===== config.mk =====
export PLATFORM = sky130hd
export DESIGN_NAME = instr_fetch_queue
export DESIGN_NICKNAME = d
export VERILOG_FILES = /design/src/rtl/instr_fetch_queue.sv
export SDC_FILE = /design/constraint.sdc
export NUM_CORES = 1
export LEC_CHECK = 0
export ABC_AREA = 1
export CAP_MARGIN = 20
export CELL_PAD_IN_SITES_DETAIL_PLACEMENT = 1
export CELL_PAD_IN_SITES_GLOBAL_PLACEMENT = 1
export CORE_UTILIZATION = 44
export CTS_CLUSTER_SIZE = 10
export DETAILED_ROUTE_END_ITERATION = 10
export PLACE_DENSITY_LB_ADDON = 0.08
export SLEW_MARGIN = 20
export SYNTH_ARGS = -nofsm -noshare
export SYNTH_HDL_FRONTEND = slang
export SYNTH_SLANG_ARGS = --single-unit

===== constraint.sdc =====
create_clock -name clk -period 7.1 [get_ports clk]
set_clock_uncertainty 0.1 [all_clocks]
set_input_delay 0.71 -clock clk [delete_from_list [all_inputs] [get_ports clk]]
set_output_delay 0.71 -clock clk [all_outputs]
set_load 0.02 [all_outputs]

===== src/rtl/instr_fetch_queue.sv =====
// Instruction fetch stage: issues one word request at a time to a handshaked
// instruction memory and buffers returned words, tagged with their fetch
// addresses, in a small FIFO that feeds decode. A taken-branch redirect
// flushes the FIFO and discards any response still in flight.
module instr_fetch_queue #(
    parameter int          DEPTH    = 4,
    parameter logic [31:0] RESET_PC = 32'h0
) (
    input  logic                     clk,
    input  logic                     rst,
    output logic                     imem_req,
    output logic [31:0]              imem_addr,
    input  logic                     imem_ack,
    input  logic [31:0]              imem_rdata,
    input  logic                     redirect_valid,
    input  logic [31:0]              redirect_pc,
    output logic                     ins_valid,
    output logic [31:0]              ins,
    output logic [31:0]              ins_Addr,
    input  logic                     ins_ready,
    output logic [$clog2(DEPTH):0]   queue_count
);

    localparam int PW = $clog2(DEPTH);
    localparam int CW = PW + 1;

    // IDLE: no request; REQ: live request; DROP: request whose word is discarded
    typedef enum logic [1:0] {
        IDLE = 2'd0,
        REQ  = 2'd1,
        DROP = 2'd2
    } state_t;

    state_t         state_q, state_d;
    logic [31:0]    fetch_pc_q, fetch_pc_d;
    logic           imem_req_q, imem_req_d;
    logic [31:0]    imem_addr_q, imem_addr_d;
    logic [CW-1:0]  count_q, count_d, count_nx;
    logic [PW-1:0]  rd_ptr_q, rd_ptr_d;
    logic [PW-1:0]  wr_ptr_q, wr_ptr_d;

    logic [31:0]    addr_mem [DEPTH];
    logic [31:0]    data_mem [DEPTH];

    logic           push;
    logic           pop;
    logic           has_room;
    logic [31:0]    redirect_pc_aligned;

    assign redirect_pc_aligned = redirect_pc & 32'hFFFF_FFFC;

    // A word is only kept when it answers a live request and no redirect
    // arrives in the same cycle (the redirect makes it stale).
    assign push      = (state_q == REQ) & imem_ack & ~redirect_valid;
    assign pop       = ins_valid & ins_ready;
    assign count_nx  = count_q + {{PW{1'b0}}, push} - {{PW{1'b0}}, pop};
    assign has_room  = count_nx < CW'(DEPTH);

    assign ins_valid   = (count_q != '0);
    assign ins         = ins_valid ? data_mem[rd_ptr_q] : 32'h0;
    assign ins_Addr    = ins_valid ? addr_mem[rd_ptr_q] : 32'h0;
    assign queue_count = count_q;
    assign imem_req    = imem_req_q;
    assign imem_addr   = imem_addr_q;

    // Fetch FSM next state, next fetch PC and next request registers
    always_comb begin
        state_d    = state_q;
        fetch_pc_d = fetch_pc_q;
        case (state_q)
            IDLE: begin
                // A redirect empties the FIFO, so there is always room after it
                if (redirect_valid || has_room) begin
                    state_d = REQ;
                end
            end
            REQ: begin
                if (imem_ack) begin
                    if (redirect_valid) begin
                        state_d = IDLE;
                    end else begin
                        fetch_pc_d = fetch_pc_q + 32'd4;
                        state_d    = has_room ? REQ : IDLE;
                    end
                end else if (redirect_valid) begin
                    state_d = DROP;
                end
            end
            DROP: begin
                if (imem_ack) begin
                    state_d = IDLE;
                end
            end
            default: state_d = IDLE;
        endcase
        if (redirect_valid) begin
            fetch_pc_d = redirect_pc_aligned;
        end
        // The memory must see the abandoned address until it acknowledges it
        imem_req_d  = (state_d != IDLE);
        imem_addr_d = (state_d == DROP) ? imem_addr_q : fetch_pc_d;
    end

    // FIFO occupancy and pointers; a redirect flush overrides push and pop
    always_comb begin
        count_d  = count_nx;
        rd_ptr_d = rd_ptr_q + PW'(pop);
        wr_ptr_d = wr_ptr_q + PW'(push);
        if (redirect_valid) begin
            count_d  = '0;
            rd_ptr_d = '0;
            wr_ptr_d = '0;
        end
    end

    // Control and pointer registers
    always_ff @(posedge clk) begin
        if (rst) begin
            state_q     <= IDLE;
            fetch_pc_q  <= RESET_PC;
            imem_req_q  <= 1'b0;
            imem_addr_q <= RESET_PC;
            count_q     <= '0;
            rd_ptr_q    <= '0;
            wr_ptr_q    <= '0;
        end else begin
            state_q     <= state_d;
            fetch_pc_q  <= fetch_pc_d;
            imem_req_q  <= imem_req_d;
            imem_addr_q <= imem_addr_d;
            count_q     <= count_d;
            rd_ptr_q    <= rd_ptr_d;
            wr_ptr_q    <= wr_ptr_d;
        end
    end

    // FIFO storage: address and word of each accepted response
    always_ff @(posedge clk) begin
        if (push) begin
            addr_mem[wr_ptr_q] <= fetch_pc_q;
            data_mem[wr_ptr_q] <= imem_rdata;
        end
    end

endmodule


== After elaboration in Yosys (flattened, before gate mapping) ==
Memories as Yosys holds them, arrays and structs flattened. A register that Yosys moved wholly into a read port is not among the register bits.
Cells that the tools add are included.

* Register bits: 74
* Latch bits: 0
* Bits in writable memories: 256
* Bits in read-only memories: 0
* Input port bits: 69
* Output and inout bits: 101
* Memories kept: 2

{| class="wikitable"
|+ Memory list
! name !! words !! bits a word !! read ports !! clocked after memory_dff !! write ports !! RTL line !! RTL
|-
| addr_mem || 4 || 32 || 1 || 1 || 1 || 42 || <nowiki>logic [31:0] addr_mem [DEPTH];</nowiki>
|-
| data_mem || 4 || 32 || 1 || 1 || 1 || 43 || <nowiki>logic [31:0] data_mem [DEPTH];</nowiki>
|}

* $add $sub $neg: 5
* $mul: 0
* Divide/modulo/power cells: 0
* Magnitude comparators: 1
* Equality and inequality tests: 3
* Shifts and indexed selects: 0
* Mux-type cells: 16
* Bitwise gates (word level): 4
* Reductions and logical operators: 5

{| class="wikitable"
|+ Operators with widths
! kind !! count
|-
| two-way mux 32 bit || 5
|-
| adder 32 x 3 -> 32 bit (second input constant) || 1
|-
| two-way mux 2 bit || 6
|-
| case mux 2 bit (3 select lines) || 1
|-
| adder 2 x 1 -> 2 bit || 2
|-
| == test 2 bit (second input constant) || 2
|-
| two-way mux 1 bit || 4
|-
| adder 3 x 1 -> 3 bit || 1
|-
| AND 1 bit || 3
|-
| less-than comparator 3 bit (second input constant) || 1
|-
| nonzero test 3 bit || 1
|-
| subtractor 3 x 1 -> 3 bit || 1
|-
| == test 2 x 1 -> 1 bit (second input constant) || 1
|-
| logical NOT 2 bit || 1
|-
| nonzero test 2 bit || 1
|-
| OR reduction 2 bit || 1
|-
| logical OR 1 bit || 1
|-
| inverter 1 bit || 1
|}

== Logic depth before layout (Yosys ltp) ==
Gate-level depths: netlist (run 1).

* Depth in word-level cells: 11
* Mapped depth: 15
* Mapped depth without buffers: 15

== Least setup slack after synthesis (run 1) ==
Ideal clock, no wire load.

* Path kind: input to register
* From: input imem_ack
* To: memory addr_mem[0][0] (enable)
* Data arrival time: 5.492 ns
* Required time: 6.435 ns
* Slack: 0.942 ns
* Stages: 4
* Buffers on the path: 0
* Cell sequence: nand3_4 > nor2_1 > inv_2 > nor3_1

* Longest elaborated chain between the ends: 4

{| class="wikitable"
|+ RTL lines
! element !! RTL line !! RTL
|-
| from (decl) || 13 || <nowiki>input logic imem_ack,</nowiki>
|-
| AND 1 bit (2 in a row) || 54 || <nowiki>assign push = (state_q == REQ) & imem_ack & ~redirect_valid;</nowiki>
|-
| two-way mux 1 bit || 139 || <nowiki>if (push) begin</nowiki>
|-
| two-way mux 1 bit (not written as such) || 140 || <nowiki>addr_mem[wr_ptr_q] <= fetch_pc_q;</nowiki>
|-
| to (decl) || 42 ||
|}

Every way passes these cells.

==> impl_metrics.py, run 1 <==
metrics = {
    "clock_tree": {
        "cts_resized": 0,
        "clk_pin_slew_worst_paths_ns": 0.05,
        "cts_root_buf": "clkbuf_16",
        "post-cts-setup-buffers": 0,
        "clk_latency_ns": 0.51,
        "cts_max_path_buffers": 3,
        "numCtsBuffers": 39,
        "cts_hold_buf": 0,
        "htree_levels": 2,
        "cts.sinks": 330,
        "cts_tree": "yes",
    },
    "die": {
        "fp-row-count": 64,
        "die_y_um": 179,
        "initial_utilization_pct": 44.8,
        "die_w_um": 179,
        "ios": 170,
        "fp.dieArea_um2": 32000,
        "core_area_um2": 30700,
    },
    "synthesis": {
        "synth_cell_types": 41,
        "syn_area_um2": 13800,
        "synth_cells": 1333,
        "synth_edf_count": 256,
        "avgSynthCellArea_um2": 10.3,
        "synth_ff_type": "edfxtp_1",
        "yosysTopAreaCell": "edfxtp_1",
        "ys_warn_count": 0,
        "synthArstFlopShare_pct": 0,
        "netlist.area_leader.share_pct": 55.9,
        "syn_nets": 1406,
        "ys_seq_area_share_pct": 66.7,
        "synthTopCellsByArea": "edfxtp_1 (56%), dfxtp_1 (11%), nor2_1 (8.4%), o21ai_0 (5.6%), nand2_1 (3.4%)",
        "ys_seq_elements": 330,
    },
    "routing": {
        "routed_wl_um": 33700,
        "drt_iter0_drc": 536,
        "ant_nets": 0,
        "vias": 9723,
        "avgRoutedWirePerCell_um": 17.8,
        "drcViolationCount": 0,
        "vias_per_cell": 5.13,
        "first_pass_iters": 5,
    },
    "place": {
        "dp_slack_ns": 2.88,
        "dp_cells": 1839,
        "portBuffers": 167,
        "gp_congestion": 0.772,
        "dpl.hpwl_um": 20000,
    },
    "setup_path": {
        "r2r-end": "imem_req",
        "crit_arrival_ns": 3.87,
        "crit_path_end_kind": "output pin",
        "worstPathRequired_ns": 6.29,
        "reg2reg_slack_ns": 3.64,
        "startpoint_type": "flip-flop",
        "endpoint": "ins_Addr[17]",
        "reg2reg_from": "queue_count[1]",
        "r2r_cells": 16,
        "path_max_fanout": 70,
        "startpoint": "rd_ptr_q[0]",
        "critPathKind": "reg2out",
    },
    "worst_hold_path": {
        "worstHoldPathCells": 2,
        "hold_class": "reg2reg",
    },
    "global_route": {
        "grt_pass1_vias": 10100,
        "gr-total-overflow": 0,
        "grt_pass1_wl_um": 52600,
        "antenna_found_initial": 1,
        "grtUsageTotal_pct": 21.5,
        "grt_max_degree": 71,
    },
    "cells_and_area": {
        "drive_above_1_share_pct": 6.87,
        "areaGrowthSynthToFinish_pct": 22.4,
        "nNetsFinal": 1557,
        "utilization_pct": 54.9,
        "final_cells": 1896,
    },
    "timing": {
        "timing_worst_slew_pin_value_ns": 1.04,
        "timing.final.crit_share_pct": 65.9,
        "rsz0062_at_grt": "no",
        "report.final.slew_viol_count": 0,
        "finalSetupTns_ns": 0,
        "max_slew_margin_pct": 30.7,
        "fin_crit_ns": 4.68,
        "fmax_ghz": 0.214,
        "setup_ws_ns": 2.42,
        "final-setup-viol-count": 0,
        "hold_viol": 0,
    },
    "power": {
        "leakagePower_uw": 0.00619,
        "power.density_nw_per_um2": 252,
        "power.total_uw": 4240,
        "ir_drop_v": 0.000144,
    },
    "run_status": {
        "outcome": "finished clean",
    },
    "run": {
        "max_cap_violations": 0,
    },
}
-- worst min path at each step --
stage / from / endpoint / slack [ns]
6_report: imem_addr[5] / imem_addr[5] / 0.41
5_1_grt: imem_addr[5] / imem_addr[5] / 0.44
4_1_cts: imem_addr[5] / imem_addr[5] / 0.41
3_5_place_dp: imem_addr[5] / imem_addr[5] / 0.39
3_3_place_gp: imem_addr[5] / imem_addr[5] / 0.39
2_1_floorplan: fetch_pc_q[0] / addr_mem[0][0] / 0.36
-- flip-flops by register name, summed over array words and instances (netlist names) --
register / cells
addr_mem: 128
data_mem: 128
fetch_pc_q: 32
imem_addr: 32
queue_count: 3
rd_ptr_q: 2
state_q: 2
wr_ptr_q: 2
imem_req: 1
-- metal layers --
metal,routed length [um],vias to the layer above,GRT usage (%),share of wire (%)
li1,-,4808,-,-
met1,15000,4670,26.6,44
met2,16600,191,38.3,49
met3,1260,54,3.29,3.7
met4,823,0,6.99,2.4
met5,0,-,0,0
-- kinds of logic after synthesis --
logic type,count (synthesis),synth area share (%)
xor gates and xnor gates,8,0.510
adders and majority gates,4,0.419
AOI/OAI and AO/OA,265,9.92
and+or+nand+nor,556,17.4
buffers and inverters,170,5.10
DFF,330,66.7
-- through the flow --
step | instance area, um2 | hold slack (ns)
after floorplan | 13800 | 0.360
after global placement | 15700 | 0.392
after detailed placement | 15700 | 0.388
after CTS | 16800 | 0.413
after global routing | 16800 | 0.442
final | 16800 | 0.406
-- layout make-up --
class	count	area (um2)
diodes	1	2.50
clock buffers	56	1100
well taps	396	495
fillers	3288	13800
flip-flops and latches	330	9170
repair buffers	179	1760
inverters	101	384
multi-input cells	833	3910
-- cells in the final DEF (no fill, tap or decap), types with 12 or more instances in the layout --
| cell type | count |
|---|---|
| dfxtp_1 | 72 |
| buf_4 | 12 |
| nand3_1 | 72 |
| o21ai_0 | 154 |
| inv_1 | 94 |
| clkbuf_16 | 41 |
| edfxtp_1 | 256 |
| clkdlybuf4s50_1 | 167 |
| nor2_1 | 309 |
| clkbuf_1 | 13 |
| nand2_1 | 126 |
| a21oi_1 | 92 |
-- where the power goes --
| part | internal, uW | switching, uW | leakage, uW |
|---|---|---|---|
| clock | 1060 | 688 | 0.000535 |
| sequential | 2130 | 40.4 | 0.00294 |
| combinational | 137 | 189 | 0.00272 |
| total | 3320 | 917 | 0.00619 |
-- cells in the mapped netlist, types with 5 or more instances --
library cell	n
o21bai_1	8
dfxtp_1	74
nor2_2	8
or2_2	5
o21ai_0	154
nor2_4	5
xor2_1	6
buf_2	15
clkbuf_1	33
buf_1	17
nand2_1	126
nor2_1	309
edfxtp_1	256
nand3_1	72
inv_1	95
a21oi_1	92
nor3_1	9
-- worst max-delay path: stages (launching register included) --
cell and delay [ns]:
dfxtp_4 0.81, clkinv_2 0.82, buf_4 0.60, o21ai_0 0.27, a21oi_1 0.16, clkdlybuf4s50_1 0.61
Power figures use the tool's default switching activity.
==> run 2: changes to the inputs <==
--- a/config.mk
+++ b/config.mk
@@ -9,7 +9,7 @@
 export CAP_MARGIN = 20
 export CELL_PAD_IN_SITES_DETAIL_PLACEMENT = 1
 export CELL_PAD_IN_SITES_GLOBAL_PLACEMENT = 1
-export CORE_UTILIZATION = 44
+export CORE_UTILIZATION = 39
 export CTS_CLUSTER_SIZE = 10
 export DETAILED_ROUTE_END_ITERATION = 10
 export PLACE_DENSITY_LB_ADDON = 0.08
==> constraint.sdc (replaced) <==
create_clock -name clk -period 3.85 [get_ports clk]
set_clock_uncertainty 0.1 [all_clocks]
set_input_delay 0.385 -clock clk [delete_from_list [all_inputs] [get_ports clk]]
set_output_delay 0.385 -clock clk [all_outputs]
set_load 0.02 [all_outputs]
==> run 2 against run 1 <==
Register-to-register slack worse by 2.6 ns. Count of clock-buffer cells in the layout is the same. Cell area grew 1.3%. First-iteration DRC count is 24% lower. Cell count is 3.8% higher. Critical path type unchanged. Die area rose by 13%. Utilization down 5.6 points.
==> impl_metrics.py, run 2 (same netlist as run 1, synthesis figures left out) <==
metrics = {
    "run_status": {
        "outcome": "finished clean",
    },
    "place": {
        "portBuffers": 167,
        "gp_congestion": 0.726,
        "dpl.hpwl_um": 21100,
    },
    "routing": {
        "vias_per_cell": 4.98,
        "routed_wl_um": 35000,
        "avgRoutedWirePerCell_um": 17.8,
        "drt_iter0_drc": 408,
        "vias": 9807,
        "first_pass_iters": 4,
        "drcViolationCount": 0,
        "ant_nets": 0,
    },
    "cells_and_area": {
        "areaGrowthSynthToFinish_pct": 24.0,
        "mostFrequentLayoutCell": "nor2_1",
        "drive_above_1_share_pct": 7.34,
        "antenna_cells": 0,
        "reg.largest.list": "addr_mem x128, data_mem x128",
        "nNetsFinal": 1565,
        "final_cell_mix": "nor2_1 (309), edfxtp_1 (256), clkdlybuf4s50_1 (167), o21ai_0 (154), nand2_1 (126)",
        "utilization_pct": 49.2,
    },
    "clock_tree": {
        "cts_hold_buf": 0,
        "cts_root_buf": "clkbuf_16",
        "cts_tree": "yes",
        "htree_levels": 2,
        "cts_resized": 0,
        "post-cts-setup-buffers": 0,
        "clk_latency_ns": 0.53,
        "cts_max_path_buffers": 3,
        "numCtsBuffers": 40,
        "clk_pin_slew_worst_paths_ns": 0.06,
        "cts.sinks": 330,
    },
    "worst_hold_path": {
        "min_to": "fetch_pc_q[25]",
        "worstHoldPathCells": 3,
        "hold_path_startpoint": "redirect_pc[25]",
        "hold_class": "in2reg",
    },
    "run": {
        "max_cap_violations": 0,
    },
    "timing": {
        "timing_worst_slew_pin_value_ns": 0.906,
        "rsz0062_at_grt": "no",
        "hold_slack_ns": 0.360,
        "max_slew_margin_pct": 39.6,
        "timing.final.crit_share_pct": 90.5,
        "report.final.slew_viol_count": 0,
        "fin_crit_ns": 3.48,
        "final-setup-viol-count": 0,
        "fmax_ghz": 0.287,
        "hold_viol": 0,
    },
    "global_route": {
        "antenna_found_initial": 0,
        "grt_pass1_vias": 10200,
        "gr-total-overflow": 0,
        "grtUsageTotal_pct": 19.6,
        "grt_pass1_wl_um": 55000,
        "grt_max_degree": 79,
    },
    "setup_path": {
        "worstPathRequired_ns": 3.37,
        "r2r_cells": 14,
        "r2r-end": "imem_req",
        "crit_path_end_kind": "output pin",
        "startpoint": "rd_ptr_q[0]",
        "crit_arrival_ns": 3.00,
        "critPathKind": "reg2out",
        "startpoint_type": "flip-flop",
        "path_max_fanout": 57,
        "reg2reg_slack_ns": 1.06,
        "reg2reg_from": "state_q[0]",
    },
    "die": {
        "die_y_um": 190,
        "initial_utilization_pct": 39.7,
        "ios": 170,
        "die_w_um": 190,
        "fp.dieArea_um2": 36000,
        "fp-row-count": 68,
        "core_area_um2": 34600,
    },
    "power": {
        "power.density_nw_per_um2": 464,
        "ir_drop_v": 0.000242,
        "leakagePower_uw": 0.00627,
    },
}
[run 2: layer usage]
layer  track usage, %  vias up  wire length (um)
met5                0        -                 0
met4             6.51        0               884
met3             3.14       59              1380
met2             33.1      201             16500
met1             25.7     4725             16200
li1                 -     4822                 -
[run 2: how the worst max path moves through the flow]
stage,endpoint,slack [ns],cells past startpoint
final,ins_Addr[11],0.37,6
after global routing,ins_Addr[9],0.23,6
after CTS,ins_Addr[11],0.36,6
after detailed placement,imem_req,0.49,15
after global placement,imem_req,0.54,15
after floorplan,addr_mem[0][0],-0.07,4
[run 2: stage by stage]
stage	worst slack, ns	cell area, um2	setup TNS [ns]	power (uW)	std cells
2_1_floorplan	-0.0665	13800	-17.03	4370	1333
3_3_place_gp	0.539	15900	0	4670	1905
3_5_place_dp	0.491	15900	0	4690	1905
4_1_cts	0.365	17100	0	8010	1968
5_1_grt	0.230	17100	0	8210	1968
6_report	0.365	17100	0	7900	1968
[run 2: critical path, cell delays in order, from the launching register on]
cell	delay (ns)
dfxtp_4	0.77
buf_4	0.42
nor2_1	0.09
nor2_1	0.08
o21ai_0	0.09
a21oi_1	0.32
clkdlybuf4s50_1	0.67
[run 2: final cells by class]
cell class              count  area [um2]
multi-input cells         833        3930
inverters                 101         384
repair buffers            186        1860
flip-flops and latches    330        9170
clock inverters             7        36.3
well taps                 455         569
clock buffers              56        1090
fillers                  3775       17600
[run 2: power breakdown]
part	internal [uW]	total (uW)	switching, uW
clock	1950	3290	1340
sequential	3920	4000	76.5
combinational	258	612	355
total	6130	7900	1770
==> run 3: changes to the inputs <==
--- a/config.mk
+++ b/config.mk
@@ -9,6 +9,7 @@
 export CAP_MARGIN = 20
 export CELL_PAD_IN_SITES_DETAIL_PLACEMENT = 1
 export CELL_PAD_IN_SITES_GLOBAL_PLACEMENT = 1
+export CORE_ASPECT_RATIO = 1.4
 export CORE_UTILIZATION = 39
 export CTS_CLUSTER_SIZE = 10
 export DETAILED_ROUTE_END_ITERATION = 10
==> run 3 against run 2 <==
Die area is essentially flat. Largest cell class unchanged. Cell area shrank 0.23%. Critical path depth unchanged.
==> impl_metrics.py, run 3 (same netlist as run 1, synthesis figures left out) <==
metrics = {
    "routing": {
        "routed_wl_um": 36100,
        "avgRoutedWirePerCell_um": 18.4,
        "first_pass_iters": 4,
        "vias_per_cell": 5.04,
        "ant_nets": 0,
        "vias": 9893,
        "drt_iter0_drc": 414,
        "drcViolationCount": 0,
    },
    "setup_path": {
        "cp.depth": 6,
        "startpoint_type": "flip-flop",
        "crit_chain": "buf_4, nor2_1, nor2_1, o21ai_0, a21oi_1, clkdlybuf4s50_1",
        "crit_arrival_ns": 3.02,
        "crit_buf_inv": 2,
        "slowest_stage": "dfxtp_4",
        "crit_family": "buffers and inverters",
        "r2r_cells": 14,
        "critical_path.max_stage_delay_ns": 0.69,
        "critPathKind": "reg2out",
        "worstPathRequired_ns": 3.37,
        "crit_top_cell": "nor2_1",
        "path_max_fanout": 43,
        "crit_path_end_kind": "output pin",
    },
    "clock_tree": {
        "post-cts-setup-buffers": 0,
        "cts_tree": "yes",
        "cts.sinks": 330,
        "cts_root_buf": "clkbuf_16",
        "clk_pin_slew_worst_paths_ns": 0.06,
        "numCtsBuffers": 39,
        "cts_hold_buf": 0,
        "htree_levels": 2,
        "cts_max_path_buffers": 3,
        "clk_latency_ns": 0.53,
        "cts_resized": 0,
    },
    "timing": {
        "fin_crit_ns": 3.51,
        "timing_worst_slew_pin_value_ns": 0.933,
        "max_slew_margin_pct": 37.8,
        "finalSetupTns_ns": 0,
        "rsz0062_at_grt": "no",
        "fmax_ghz": 0.285,
        "hold_slack_ns": 0.352,
        "report.final.slew_viol_count": 0,
        "final-setup-viol-count": 0,
        "timing.final.crit_share_pct": 91.1,
        "hold_viol": 0,
    },
    "die": {
        "initial_utilization_pct": 39.4,
        "ios": 170,
        "core_area_um2": 34900,
        "die_w_um": 161,
        "fp.dieArea_um2": 36000,
        "die_y_um": 224,
        "fp-row-count": 81,
    },
    "cells_and_area": {
        "antenna_cells": 0,
        "nNetsFinal": 1566,
        "areaGrowthSynthToFinish_pct": 23.7,
        "reg.largest.list": "addr_mem x128, data_mem x128",
        "drive_above_1_share_pct": 7.44,
        "utilization_pct": 48.8,
        "final_cell_mix": "nor2_1 (309), edfxtp_1 (256), clkdlybuf4s50_1 (167), o21ai_0 (154), nand2_1 (126)",
        "mostFrequentLayoutCell": "nor2_1",
    },
    "power": {
        "switching_share_pct": 22.2,
        "sequentialPowerShare_pct": 50.9,
        "combPwrFrac_pct": 7.8,
        "power_switching_uw": 1750,
        "leakagePower_uw": 0.00626,
        "p_int_uw": 6100,
        "ir_drop_v": 0.000245,
        "power.density_nw_per_um2": 461,
        "clockPowerShare_pct": 41.3,
    },
    "worst_hold_path": {
        "hold_class": "in2reg",
        "worstHoldPathCells": 3,
    },
    "global_route": {
        "grt_pass1_vias": 10300,
        "grt_pass1_wl_um": 56300,
        "antenna_found_initial": 0,
        "grtUsageTotal_pct": 20.3,
        "gr-total-overflow": 0,
        "grt_max_degree": 101,
    },
    "place": {
        "gp_congestion": 0.786,
        "dpl.hpwl_um": 21800,
        "portBuffers": 167,
    },
    "run_status": {
        "outcome": "finished clean",
    },
    "run": {
        "max_cap_violations": 0,
    },
}
## run 3: cell count changes in the layout (fill, tap and decap cells not counted)
cell        delta
buf_4          +3
inv_6          -2
clkbuf_1       -4
clkinv_1       -5
clkinvlp_4     +1
buf_12         -1
## run 3: routing by layer
| metal | global-route usage, % | share of wire [%] | vias up |
|---|---|---|---|
| met4 | 5.66 | 1.9 | 0 |
| met2 | 36.9 | 51 | 182 |
| met1 | 24.7 | 43 | 4850 |
| li1 | - | - | 4814 |
| met3 | 3.09 | 3.7 | 47 |
| met5 | 0 | 0 | - |
## run 3: path summary, 6_finish.rpt
kind                    endpoint       startpoint  slack, ns
setup reg to reg        imem_req       state_q[0]       1.01
setup / recovery    ins_Addr[20]      rd_ptr_q[0]       0.34
hold / removal    fetch_pc_q[23]  redirect_pc[23]       0.35
hold reg to reg     imem_addr[2]     imem_addr[2]       0.39
## run 3: area by class of cell
| type | instances | area [um2] |
|---|---|---|
| Sequential cell | 330 | 9170 |
| Clock inverter | 1 | 7.51 |
| Multi-Input combinational cell | 833 | 3930 |
| Clock buffer | 52 | 1080 |
| Timing Repair Buffer | 188 | 1870 |
| Inverter | 101 | 384 |
| Fill cell | 3825 | 17900 |
| Tap cell | 456 | 571 |
## run 3: power groups by stage
stage                     registers [uW]  logic (uW)  clock network [uW]
after floorplan                     4080         290                   0
after global placement              4060         607                   0
after detailed placement            4070         615                   0
after CTS                           3990         621                3340
after global routing                4000         670                3460
final                               3990         609                3240
## run 3: through the flow
stage / cells / instance area, um2 / setup slack (ns) / total power [uW]
after global routing: 1961 / 17000 / 0.108 / 8130
after global placement: 1908 / 15900 / 0.495 / 4670
after detailed placement: 1908 / 15900 / 0.455 / 4680
final: 1961 / 17000 / 0.342 / 7850
after CTS: 1961 / 17000 / 0.258 / 7950
after floorplan: 1333 / 13800 / -0.0665 / 4370
## run 3: worst min-delay path, cell delays in order
cell and delay (ns):
clkdlybuf4s50_1 0.40, nand2_1 0.08, a21oi_1 0.06
